$ cat src/rtl/vga_sync_decoder.sv
// Receive-side VGA timing decoder: rebuilds pixel coordinates and data-enable
// from sampled sync/blank strobes, and verifies line/frame totals to report lock.
module vga_sync_decoder #(
   parameter int H_TOTAL     = 1056,
   parameter int V_TOTAL     = 628,
   parameter int LOCK_FRAMES = 2,
   parameter int TIMEOUT     = 2112
) (
   input  logic        pclk,
   input  logic        rst_n,
   input  logic        hsync_in,
   input  logic        vsync_in,
   input  logic        hblnk_in,
   input  logic        vblnk_in,
   output logic [10:0] pix_x,
   output logic [10:0] pix_y,
   output logic        de,
   output logic        frame_start,
   output logic        locked,
   output logic        line_err,
   output logic        frame_err,
   output logic [7:0]  err_cnt
);

   typedef enum logic [1:0] {UNLOCKED, CHECKING, LOCKED} state_t;

   localparam logic [12:0] H_TOT   = 13'(H_TOTAL);
   localparam logic [11:0] TO_LAST = 12'(TIMEOUT - 1);
   localparam logic [10:0] V_TOT   = 11'(V_TOTAL);
   localparam logic [3:0]  LOCK_N  = 4'(LOCK_FRAMES);

   logic        hs_r, vs_r, hb_r, vb_r;
   logic        hs_d, vs_d, hb_d;
   logic        hs_rise, vs_rise, hb_rise, act;
   logic [11:0] hcnt;
   logic [10:0] lcnt, x_cnt, y_cnt;
   logic        h_seen, lerr_seen;
   logic [12:0] period;
   logic        h_to, line_err_c, frame_err_c, err_c;
   logic [3:0]  good, good_nxt, good_inc;
   state_t      state, state_nxt;
   logic        unlock, lk_nxt;
   logic [8:0]  err_sum;

   always_ff @(posedge pclk or negedge rst_n) begin
      if (!rst_n) begin
         hs_r <= 1'b0; vs_r <= 1'b0; hb_r <= 1'b0; vb_r <= 1'b0;
         hs_d <= 1'b0; vs_d <= 1'b0; hb_d <= 1'b0;
      end else begin
         hs_r <= hsync_in; vs_r <= vsync_in; hb_r <= hblnk_in; vb_r <= vblnk_in;
         hs_d <= hs_r;     vs_d <= vs_r;     hb_d <= hb_r;
      end
   end

   assign hs_rise = hs_r & ~hs_d;
   assign vs_rise = vs_r & ~vs_d;
   assign hb_rise = hb_r & ~hb_d;
   assign act     = ~hb_r & ~vb_r;

   // hcnt is cleared by the edge itself, so the period includes the edge cycle
   assign period      = {1'b0, hcnt} + 13'd1;
   assign h_to        = (hcnt == TO_LAST) & ~hs_rise;
   assign line_err_c  = (hs_rise & h_seen & (period != H_TOT)) | h_to;
   assign frame_err_c = vs_rise & (state != UNLOCKED) & (lcnt != V_TOT);
   assign err_c       = line_err_c | frame_err_c;
   assign good_inc    = good + 4'd1;

   always_comb begin
      state_nxt = state;
      good_nxt  = good;
      if (h_to) begin
         state_nxt = UNLOCKED;
         good_nxt  = '0;
      end else begin
         case (state)
            UNLOCKED: begin
               if (vs_rise) begin
                  state_nxt = CHECKING;
                  good_nxt  = '0;
               end
            end
            CHECKING: begin
               if (err_c) begin
                  good_nxt = '0;
               end else if (vs_rise && !lerr_seen) begin
                  good_nxt = good_inc;
                  if (good_inc >= LOCK_N) state_nxt = LOCKED;
               end
            end
            LOCKED: begin
               if (err_c) begin
                  state_nxt = UNLOCKED;
                  good_nxt  = '0;
               end
            end
            default: begin
               state_nxt = UNLOCKED;
               good_nxt  = '0;
            end
         endcase
      end
   end

   assign unlock  = (state != UNLOCKED) && (state_nxt == UNLOCKED);
   assign lk_nxt  = (state_nxt == LOCKED);
   assign err_sum = {1'b0, err_cnt} + {8'd0, line_err_c} + {8'd0, frame_err_c};

   always_ff @(posedge pclk or negedge rst_n) begin
      if (!rst_n) begin
         state <= UNLOCKED;
         good  <= '0;
      end else begin
         state <= state_nxt;
         good  <= good_nxt;
      end
   end

   // Timing measurement: line period, line count per frame, first-edge tracking
   always_ff @(posedge pclk or negedge rst_n) begin
      if (!rst_n) begin
         hcnt      <= '0;
         lcnt      <= '0;
         h_seen    <= 1'b0;
         lerr_seen <= 1'b0;
      end else begin
         if (hs_rise)               hcnt <= '0;
         else if (hcnt != 12'hFFF)  hcnt <= hcnt + 12'd1;

         // a line starting on the vsync edge belongs to the new frame
         if (vs_rise)                         lcnt <= hs_rise ? 11'd1 : 11'd0;
         else if (hs_rise && lcnt != 11'h7FF) lcnt <= lcnt + 11'd1;

         if (h_to || unlock) h_seen <= 1'b0;
         else if (hs_rise)   h_seen <= 1'b1;

         if (vs_rise)         lerr_seen <= 1'b0;
         else if (line_err_c) lerr_seen <= 1'b1;
      end
   end

   always_ff @(posedge pclk or negedge rst_n) begin
      if (!rst_n) begin
         x_cnt <= '0;
         y_cnt <= '0;
         pix_x <= '0;
         pix_y <= '0;
      end else begin
         if (hb_r) begin
            x_cnt <= '0;
         end else if (!vb_r) begin
            pix_x <= x_cnt;
            if (x_cnt != 11'h7FF) x_cnt <= x_cnt + 11'd1;
         end

         if (vb_r)                             y_cnt <= '0;
         else if (hb_rise && y_cnt != 11'h7FF) y_cnt <= y_cnt + 11'd1;

         if (act) pix_y <= y_cnt;
      end
   end

   always_ff @(posedge pclk or negedge rst_n) begin
      if (!rst_n) begin
         de          <= 1'b0;
         frame_start <= 1'b0;
         locked      <= 1'b0;
         line_err    <= 1'b0;
         frame_err   <= 1'b0;
         err_cnt     <= '0;
      end else begin
         de          <= act & lk_nxt;
         frame_start <= vs_rise;
         locked      <= lk_nxt;
         line_err    <= line_err_c;
         frame_err   <= frame_err_c;
         err_cnt     <= err_sum[8] ? 8'hFF : err_sum[7:0];
      end
   end

endmodule

$ cat config.mk
export PLATFORM = sky130hd
export DESIGN_NAME = vga_sync_decoder
export DESIGN_NICKNAME = d
export VERILOG_FILES = /design/src/rtl/vga_sync_decoder.sv
export SDC_FILE = /design/constraint.sdc
export NUM_CORES = 1
export LEC_CHECK = 0
export BUFFER_PORTS_ARGS = -buffer_cell sky130_fd_sc_hd__buf_2
export CORE_MARGIN = 5
export CORE_UTILIZATION = 51
export DETAILED_ROUTE_END_ITERATION = 16
export PLACE_DENSITY = 0.82
export SYNTH_ARGS = -nofsm -noshare
export SYNTH_HDL_FRONTEND = slang
export SYNTH_SLANG_ARGS = --single-unit
export TNS_END_PERCENT = 1
$ cat constraint.sdc
create_clock -name pclk -period 2.88 [get_ports pclk]
set_clock_uncertainty 0.15 [all_clocks]
set_input_delay 0.288 -clock pclk [delete_from_list [all_inputs] [get_ports pclk]]
set_output_delay 0.288 -clock pclk [all_outputs]
set_load 0.01 [all_outputs]
# Word level (Yosys, flattened, before mapping)
# Index checks and enable logic that the tools add are counted.
# W data, S select, Z words.
[classes] add_sub_neg=8 n_lt_le_gt_ge=1 n_eq_ne=14 mux=28 n_bitwise=18 n_reduce_logical=18
[ops] cell="$mux W11" n=7
[ops] cell="$add A11 B1 Y11 const B" n=3
[ops] cell="$ne A11 B11 Y1 const B" n=3
[ops] cell="$mux W12" n=2
[ops] cell="$mux W4" n=5
[ops] cell="$reduce_bool A2 Y1" n=7
[ops] cell="$add A12 B1 Y13 const B" n=1
[ops] cell="$ne A13 B11 Y1 const B" n=1
[ops] cell="$add A12 B1 Y12 const B" n=1
[ops] cell="$eq A12 B12 Y1 const B" n=1
[ops] cell="$mux W2" n=6
[ops] cell="$ne A12 B12 Y1 const B" n=1
[ops] cell="$pmux W4 S3" n=1
[ops] cell="$ne A11 B10 Y1 const B" n=1
[ops] cell="$and A1 B1 Y1" n=10
[ops] cell="$add A8 B1 Y9" n=1
[ops] cell="$add A9 B1 Y9" n=1
[ops] cell="$mux W8" n=1
[ops] cell="$ne A3 B3 Y1 const B" n=2
[ops] cell="$not A1 Y1" n=6
[ops] cell="$pmux W2 S3" n=1
[ops] cell="$mux W1" n=5
[ops] cell="$add A4 B1 Y4 const B" n=1
[ops] cell="$eq A2 B2 Y1 const B" n=2
[ops] cell="11 further kinds" n=17
[word_totals] regBits=95 out_inout_bits=35 wordCells=110

# Logic depth before layout (Yosys ltp)
# Gate-level depths: netlist of the first run.
[logic_depth] word_depth=13 ltp_mapped=13 mapped_depth_nobuf=12

# Least setup slack after synthesis of the first run
# No wires, ideal clock.
[synth_timing] path_type="reg2reg" startpoint="register hcnt[0]" endpoint="register err_cnt[4]" setup_time_ns=0.127 t_arrival_ns=2.809 required_ns=2.603 setup_slack_ns=-0.206 stages_incl_launch_ff=14 n_path_buf=1 cell_sequence="dfrtp_1 -> ha_1 -> and4_4 -> and2_1 -> buf_6 -> o211ai_1 -> o311ai_4 -> and2b_1 -> fa_1 -> inv_1 -> ha_1 -> nand3_1 -> xor2_1 -> nand2_1"
[synth_via] elab_chain_len=7 word_cells_on_any_way=9 cone_classes="add/sub: 3; eq/ne: 2; mux: 1; bitwise: 3"
[synth_lines] element="start, declared" line_no="35" rtl="logic [11:0] hcnt;"
[synth_lines] element="start signal, assigned" line_no="127" rtl="else if (hcnt != 12'hFFF) hcnt <= hcnt + 12'd1;"
[synth_lines] element="$add A12 B1 Y13" line_no="61" rtl="assign period = {1'b0, hcnt} + 13'd1;"
[synth_lines] element="$ne A13 B11 Y1" line_no="63" rtl="assign line_err_c = (hs_rise & h_seen & (period != H_TOT)) | h_to;"
[synth_lines] element="$and A1 B1 Y1" line_no="63"
[synth_lines] element="$or A1 B1 Y1 *" line_no="63"
[synth_lines] element="$add A8 B1 Y9 *" line_no="106" rtl="assign err_sum = {1'b0, err_cnt} + {8'd0, line_err_c} + {8'd0, frame_err_c};"
[synth_lines] element="$add A9 B1 Y9 *" line_no="106"
[synth_lines] element="$mux W8 *" line_no="176" rtl="err_cnt <= err_sum[8] ? 8'hFF : err_sum[7:0];"
[synth_lines] element="end signal, assigned" line_no="176"
[synth_lines] element="end, declared" line_no="22" rtl="output logic [7:0] err_cnt"
# Mark *: on every way between the ends. The rest lies on a longest branch, timed or not.
# A chain may end at the register's enable or synchronous reset.

# Final worst setup path of the first run
[layout_timing] startpoint="register hcnt[0]" endpoint="register err_cnt[2]"
# Same word-level chain as after synthesis.

==> run_results.csv, run 1 <==
group,metric,value,unit
timing,final_critical_path_setup_slack,0.02768,ns
final_layout,post_route_cells_drive_above_1_share,24.32,%
power,cellPowerDensity,587.2,nW/um^2
synthesis,seq_area_frac_synth,53.45,%
setup_path,crit_path_dat,2.96,ns
synthesis,netlist_area,4448,um^2
route,drt_drc_violations_left,0,
setup_path,startpoint_type,"flop",
global_routing,grt_first_pass_wirelength,15280,um
setup_path,worstPathMaxFanout,6,
hold_path,whs_endpoint,"vs_d$_DFF_PN0_",
timing,hold_violations,0,
clock_tree,tritoncts.num_buffers,9,
global_routing,grt_pass1_vias,3316,
placement,detailed_place_hpwl,6058,um
clock_tree,h-tree-depth,3,
floorplanning,die-width,103.4,um
timing,setup_viol,0,
synthesis,number_of_standard_cells_after_synthesis,407,
global_routing,globalRoute.totalOverflow,0,
clock_tree,clk_pin_slew,0.10,ns
floorplanning,die_height,103.4,um
timing,finalWorstPathRequiredPeriod,2.852,ns
placement,port_buffer_cells,40,
outcome,run_status,"complete, no violations",
hold_path,hold_sp,"vs_r$_DFF_PN0_",
floorplanning,fp.dieArea,10690,um^2
setup_path,timing_worst_setup_path_type,"reg2reg",
route,drt_first_pass_iters,4,
clock_tree,cts.path.max_buffers,2,
run,maxCapViolations,0,
final_layout,total_of_fill_cells_in_the_finished_design,684,
setup_path,startpoint,"hcnt[0]$_DFFE_PN0P_",
clock_tree,tritoncts_num_sinks,95,
final_layout,final_common_cell,"sky130_fd_sc_hd__dfrtp_1",
hold_path,hp-class,"reg2reg",
final_layout,layout.cells.most_common_list,"sky130_fd_sc_hd__dfrtp_1 (95), sky130_fd_sc_hd__nor2_1 (48), sky130_fd_sc_hd__buf_2 (39)",
floorplanning,core_area,8593,um^2
route,vias_per_cell,5.653,
synthesis,postSynthAreaPerCell,10.93,um^2
setup_path,r2r-start,"hcnt[0]$_DFFE_PN0P_",
final_layout,antenna-diode-count,0,
timing,rsz0062_at_grt,"true",
synthesis,synth-async-reset-ratio,100.0,%
setup_path,critical_path.cell_chain,"buf_4 -> nand4_1 -> buf_4 -> nor3_4 -> a31oi_4 -> o311ai_4 -> and2b_2 -> fa_2 -> inv_2 -> ha_4 -> buf_4 -> xnor2_1 -> nand2_1",
timing,drv_slew,0,
timing,tightestPinTransition,0.7460,ns
synthesis,number_of_nets_produced_by_synthesis,422,
setup_path,slowest_delay,0.40,ns
timing,relSlewSlack,50.27,%
route,ant_nets,0,
route,wirelength,8974,um
timing,maxClockFrequency,0.3506,GHz
floorplanning,floorplan.initialDensity,51.76,%
route,detailroute.via_count,3307,
power,vdd_ir_drop_max,408.3,uV
floorplanning,ios,41,
floorplanning,placementRows,34,
route,detail_route.wl_per_cell,15.34,um
setup_path,r2r_end,"err_cnt[2]$_DFF_PN0_",
global_routing,track_usage,17.99,%
final_layout,fin_util,60.72,%
setup_path,setup.reg_to_reg.worst_slack,0.03,ns
route,drt_iter0_drc,192,
hold_path,hold-path-cell-count,0,
final_layout,finalNetCount,487,
placement,place_worst_setup_slack,-0.05995,ns
setup_path,end_kind,"flop",
final_layout,flow.area_growth_from_synthesis,17.30,%
synthesis,synthesis.yosys.warnings,0,
power,leakage,2.523,nW
placement,globalplace.congestion,0.8390,
global_routing,grt_start_max_net_pins,59,
setup_path,ff2ff_path_depth,13,
setup_path,timing.critical_path.required,2.99,ns
timing,final.period_utilization,99.04,%
synthesis,synthFlopType,"sky130_fd_sc_hd__dfrtp_1",
setup_path,timing.critical_path.slowest_stage_cell,"sky130_fd_sc_hd__dfrtp_1",
clock_tree,clock_latency,0.36,ns
power,power.total,3.063,mW
setup_path,timing.critical_path.mode_cell,"sky130_fd_sc_hd__buf_4",
synthesis,synth-edff-count,0,
global_routing,number_of_antenna_violations_at_the_first_check_in_global_routing,0,
clock_tree,cts.root.buffer_cell,"sky130_fd_sc_hd__clkbuf_8",
synthesis,synth_cell_types,54,
synthesis,ys_ff_latch,95,
clock_tree,tritoncts,"built",
-- where the power goes --
part           internal [mW]  switching [mW]  leakage (nW)
sequential              1.45           0.154          1.27
clock                  0.406           0.469        0.0968
combinational          0.283           0.300          1.15
total                   2.14           0.923          2.52
-- sequential cells by signal (all words and copies together) (netlist names) --
signal / flops
locked: 1
err_cnt: 8
hcnt: 12
vs_r: 1
y_cnt: 11
lcnt: 11
hs_d: 1
lerr_seen: 1
hb_r: 1
good: 4
frame_err: 1
de: 1
pix_y: 11
h_seen: 1
x_cnt: 11
hs_r: 1
line_err: 1
hb_d: 1
frame_start: 1
pix_x: 11
vs_d: 1
vb_r: 1
state: 2
-- final cells by class --
type / count / area [um^2] / area share [%]
Multi-Input combinational cell: 284 / 2026 / 38.82
Inverter: 16 / 60.06 / 1.151
Tap cell: 108 / 135.1 / 2.590
Timing Repair Buffer: 66 / 422.9 / 8.106
Sequential cell: 95 / 2377 / 45.56
Clock buffer: 10 / 127.6 / 2.446
Clock inverter: 6 / 68.82 / 1.319
-- per-stage QoR --
stage / area (um^2) / setup TNS, ns / hold WS (ns) / instances
final: 5218 / 0 / 0.2564 / 585
after CTS: 5141 / 0 / 0.2610 / 581
after detailed placement: 4880 / -0.07098 / 0.2273 / 558
after global routing: 5218 / -0.4951 / 0.2779 / 585
after global placement: 4880 / 0 / 0.2349 / 558
after floorplan: 4469 / -0.2311 / -0.1576 / 407
-- worst max-delay path, delay by kind of cell, from the launching register on --
kind | cells | cell delay (ns)
and+or+nand+nor | 4 | 0.66
buffers and inverters | 4 | 0.52
AOI/OAI and AO/OA | 2 | 0.45
adders and majority gates | 2 | 0.42
DFF | 1 | 0.40
xor gates and xnor gates | 1 | 0.16
-- layer usage --
| layer | global-route usage (%) | wire, um | vias up |
|---|---|---|---|
| met5 | 0 | 0 | - |
| met4 | 7.072 | 195 | 0 |
| met3 | 3.085 | 353 | 17 |
| met2 | 29.46 | 4352 | 75 |
| met1 | 23.92 | 4074 | 1647 |
| li1 | - | - | 1568 |
-- worst max path at each step --
stage	slack, ns	depth (start not counted)	to
global route	-0.11	13	err_cnt[2]$_DFF_PN0_
floorplan	-0.07	13	err_cnt[4]$_DFF_PN0_
global placement	0.08	11	err_cnt[3]$_DFF_PN0_
finish	0.03	13	err_cnt[2]$_DFF_PN0_
CTS	0.008	12	err_cnt[4]$_DFF_PN0_
detailed placement	-0.06	11	err_cnt[3]$_DFF_PN0_
-- repair_timing --
item	CTS	global route
setup endpoints to repair	6	8
gates resized for setup	0	8
setup buffers	2	4
pin swaps	1	4
endpoints found under the hold margin	61	0
hold buffers	5	0
-- synth_stat cells, types with 2 or more instances --
library cell,count,area (um^2)
sky130_fd_sc_hd__dfrtp_1,95,2377
sky130_fd_sc_hd__nor2_1,49,183.9
sky130_fd_sc_hd__mux2_2,22,247.7
sky130_fd_sc_hd__nand3_1,20,100.1
sky130_fd_sc_hd__xor2_1,20,175.2
sky130_fd_sc_hd__a21oi_1,19,95.09
sky130_fd_sc_hd__nand2_1,18,67.56
sky130_fd_sc_hd__inv_1,16,60.06
sky130_fd_sc_hd__nand4_1,15,93.84
sky130_fd_sc_hd__xnor2_1,14,122.6
sky130_fd_sc_hd__o21ai_0,13,65.06
sky130_fd_sc_hd__and3_1,9,56.30
sky130_fd_sc_hd__clkbuf_1,9,33.78
sky130_fd_sc_hd__ha_1,8,100.1
sky130_fd_sc_hd__mux2i_1,7,70.07
sky130_fd_sc_hd__and4_1,6,52.55
sky130_fd_sc_hd__nor3_1,6,30.03
sky130_fd_sc_hd__and2_1,5,31.28
sky130_fd_sc_hd__a31oi_1,4,25.02
sky130_fd_sc_hd__nand2b_1,4,25.02
sky130_fd_sc_hd__or3_1,4,25.02
sky130_fd_sc_hd__nor2b_1,3,18.77
sky130_fd_sc_hd__nor4_1,3,18.77
sky130_fd_sc_hd__a211oi_1,2,15.01
sky130_fd_sc_hd__buf_2,2,10.01
sky130_fd_sc_hd__nand3b_1,2,15.01
sky130_fd_sc_hd__o211a_1,2,20.02
sky130_fd_sc_hd__o211ai_1,2,15.01
sky130_fd_sc_hd__o22ai_1,2,12.51
sky130_fd_sc_hd__or4b_1,2,20.02
-- cells by family (layout without fill, tap and decap cells) --
group,after synthesis,in the layout,synth area share (%)
and+or+nand+nor,152,152,17.95
DFF,95,95,53.45
AOI/OAI and AO/OA,60,60,9.480
xor gates and xnor gates,34,34,6.695
muxes,29,29,7.145
buffers and inverters,28,98,2.588
adders and majority gates,9,9,2.701
(Power assumes the default switching activity.)
==> inputs of run 2 (changes only) <==
ABC_AREA = 1   (was unset)
==> run_results.csv, run 2 <==
group,metric,value,unit
outcome,run_status,"complete, no violations",
synthesis,netlist_area,4554,um^2
global_routing,globalRoute.totalOverflow,0,
clock_tree,tritoncts_num_sinks,95,
final_layout,antenna-diode-count,0,
floorplanning,fp.dieArea,10920,um^2
power,power.share.sequential,49.4,%
synthesis,number_of_standard_cells_after_synthesis,526,
clock_tree,tritoncts.num_buffers,9,
floorplanning,die_height,104.5,um
setup_path,timing.critical_path.required,3.04,ns
global_routing,number_of_antenna_violations_at_the_first_check_in_global_routing,0,
synthesis,post_synth_main_area_contributors,"sky130_fd_sc_hd__dfrtp_1 (52%), sky130_fd_sc_hd__nand2_1 (9.6%), sky130_fd_sc_hd__inv_1 (5.9%)",
synthesis,synthFlopType,"sky130_fd_sc_hd__dfrtp_1",
global_routing,grt_first_pass_wirelength,16330,um
clock_tree,h-tree-depth,3,
synthesis,postSynthAreaPerCell,8.658,um^2
synthesis,synth_top_area_cell,"sky130_fd_sc_hd__dfrtp_1",
power,p_clk_share,30.1,%
timing,tightestPinTransition,0.7081,ns
final_layout,post_route_cells_drive_above_1_share,20.68,%
placement,globalplace.congestion,0.8941,
timing,rsz0062_at_grt,"true",
final_layout,finalNonFillerCells,698,
setup_path,end_kind,"flop",
synthesis,seq_area_frac_synth,52.20,%
clock_tree,cts.root.buffer_cell,"sky130_fd_sc_hd__clkbuf_8",
setup_path,crit_path_dat,2.96,ns
power,cellPowerDensity,602.5,nW/um^2
final_layout,top_register,"hcnt",
synthesis,ys_ff_latch,95,
clock_tree,clk_pin_slew,0.09,ns
setup_path,startpoint_type,"flop",
synthesis,synth_cell_types,46,
global_routing,grt_start_max_net_pins,58,
final_layout,final_common_cell,"sky130_fd_sc_hd__nand2_1",
route,drt_first_pass_iters,5,
timing,maxClockFrequency,0.3573,GHz
clock_tree,clock_latency,0.36,ns
clock_tree,cts.path.max_buffers,2,
global_routing,track_usage,17.54,%
placement,detailed_place_hpwl,6610,um
route,ant_nets,0,
clock_tree,tritoncts,"built",
synthesis,synth-async-reset-ratio,100.0,%
floorplanning,ios,41,
synthesis,number_of_nets_produced_by_synthesis,541,
timing,finalWorstPathRequiredPeriod,2.799,ns
route,drt_iter0_drc,169,
route,drt_drc_violations_left,0,
route,wirelength,9431,um
placement,placed_cells_incl_taps,678,
timing,relSlewSlack,52.79,%
floorplanning,floorplan.initialDensity,52.22,%
floorplanning,placementRows,34,
final_layout,number_of_flip_flops_in_the_largest_register,12,
placement,place_worst_setup_slack,-0.07761,ns
power,leakage,2.556,nW
timing,final.period_utilization,97.19,%
final_layout,flow.area_growth_from_synthesis,16.70,%
hold_path,hp-class,"reg2reg",
final_layout,area_occupied_by_multi_input_gates,1953,um^2
route,detail_route.wl_per_cell,13.51,um
power,vdd_ir_drop_max,334.6,uV
run,maxCapViolations,0,
route,vias_per_cell,5.321,
final_layout,total_of_fill_cells_in_the_finished_design,710,
placement,port_buffer_cells,40,
timing,final_critical_path_setup_slack,0.08097,ns
synthesis,synth_commonest_cells,"sky130_fd_sc_hd__nand2_1 (116), sky130_fd_sc_hd__dfrtp_1 (95), sky130_fd_sc_hd__inv_1 (71), sky130_fd_sc_hd__o21ai_0 (36), sky130_fd_sc_hd__nor2_1 (34)",
floorplanning,die-width,104.5,um
synthesis,synth_most_common_cell,"sky130_fd_sc_hd__nand2_1",
timing,hold_violations,0,
final_layout,register_area,2377,um^2
synthesis,synthesis.yosys.warnings,0,
synthesis,fraction_of_post_synthesis_cell_area_in_the_top_cell_type_by_area,52.20,%
setup_path,worstPathMaxFanout,4,
route,detailroute.via_count,3714,
setup_path,timing_worst_setup_path_type,"reg2reg",
power,switching_share,30.92,%
setup_path,setup.reg_to_reg.worst_slack,0.08,ns
final_layout,layout.cells.most_common_list,"sky130_fd_sc_hd__nand2_1 (113), sky130_fd_sc_hd__dfrtp_1 (95), sky130_fd_sc_hd__inv_1 (67)",
timing,setup_viol,0,
synthesis,synth-edff-count,0,
final_layout,finalNetCount,601,
global_routing,grt_pass1_vias,3754,
timing,drv_slew,0,
power,power_switching,0.9902,mW
clock_tree,postCtsSetupBuffers,0,
power,p_int,2.212,mW
power,comb_power_share,20.6,%
floorplanning,core_area,8721,um^2
run 2: cell types whose count changed after synthesis, sizes merged, moves of 5 or more:
cell and delta:
nand2 +103, nor3 +9, and4 -7, mux2 -22, and2 -5, o21ai +27
inv +59, mux2i -7, xnor2 -11, nand3 +15, and3 -9, xor2 -15
run 2: metal layers:
layer  wire, um  part of all wire (%)  global-route usage, %
met1       4051                    43                  21.21
met2       4849                    51                  31.13
met3        394                   4.2                  4.283
met4        135                   1.4                  4.718
met5          0                     0                      0
run 2: per-stage QoR:
step	TNS [ns]	util [%]	cell area [um^2]	total power [mW]	hold WS (ns)
floorplan	0	-	4554	1.971	-0.1576
CTS	0	59.90	5224	3.159	0.2336
finish	0	60.95	5315	3.202	0.2312
detailed placement	-0.2160	56.66	4941	2.182	0.2122
global placement	0	56.66	4941	2.155	0.2079
global route	-0.2449	60.95	5315	3.382	0.2417
run 2: cell families (layout without fill, tap and decap cells):
kind of cell             Yosys count  after routing  share of synthesized area (%)
XOR/XNOR                           8              8                          1.539
flip-flops                        95             95                          52.20
buffers and inverters             84            148                          7.170
adder cells (fa/ha/maj)            9              9                          2.637
AO/OA/AOI/OAI                     85             85                          11.10
AND/OR/NAND/NOR                  245            245                          25.36
run 2: power groups by stage:
stage / registers (mW) / logic (mW) / clock network [mW]
global route: 1.60 / 0.741 / 1.04
finish: 1.58 / 0.659 / 0.963
global placement: 1.58 / 0.578 / 0
detailed placement: 1.58 / 0.599 / 0
floorplan: 1.59 / 0.378 / 0
CTS: 1.56 / 0.612 / 0.988
run 2: worst max-delay path, stage by stage, from the launching register on:
cell,delay (ns)
sky130_fd_sc_hd__dfrtp_1,0.44
sky130_fd_sc_hd__ha_4,0.19
sky130_fd_sc_hd__nand2_4,0.06
sky130_fd_sc_hd__nor2_4,0.13
sky130_fd_sc_hd__nand2_2,0.09
sky130_fd_sc_hd__nor2_2,0.13
sky130_fd_sc_hd__nand2_1,0.07
sky130_fd_sc_hd__nand2_2,0.07
sky130_fd_sc_hd__nor2_2,0.04
sky130_fd_sc_hd__nand2_2,0.06
sky130_fd_sc_hd__nand2_4,0.05
sky130_fd_sc_hd__nand2_4,0.06
sky130_fd_sc_hd__inv_2,0.04
sky130_fd_sc_hd__fa_2,0.34
sky130_fd_sc_hd__inv_2,0.09
sky130_fd_sc_hd__ha_4,0.14
sky130_fd_sc_hd__nand2_4,0.07
sky130_fd_sc_hd__nor2_4,0.12
sky130_fd_sc_hd__inv_2,0.04
sky130_fd_sc_hd__or2_2,0.27
sky130_fd_sc_hd__nand3_2,0.07
run 2: final timing paths:
kind,start,to,cells after the start
max,hcnt[1]$_DFFE_PN0P_,err_cnt[4]$_DFF_PN0_,20
min,vs_r$_DFF_PN0_,vs_d$_DFF_PN0_,0
max reg2reg,hcnt[1]$_DFFE_PN0P_,err_cnt[4]$_DFF_PN0_,20
min reg2reg,vs_r$_DFF_PN0_,vs_d$_DFF_PN0_,0
max in group asynchronous,rst_n,good[2]$_DFFE_PN0P_,3
min in group asynchronous,rst_n,lcnt[1]$_DFFE_PN0P_,2
run 2: timing repair:
item / CTS / global route
setup endpoints to repair: 7 / 8
pin swaps: 1 / 7
hold endpoints to repair: 59 / 0
hold buffers: 5 / 0
gates resized for setup: 4 / 23
run 2: final cells by class:
cell class / count / area share (%)
multi-input combinational: 347 / 36.75
clock buffer: 9 / 2.331
clock inverter: 6 / 1.766
inverter: 76 / 5.367
timing repair buffer: 57 / 6.521
sequential: 95 / 44.73
tap: 108 / 2.542
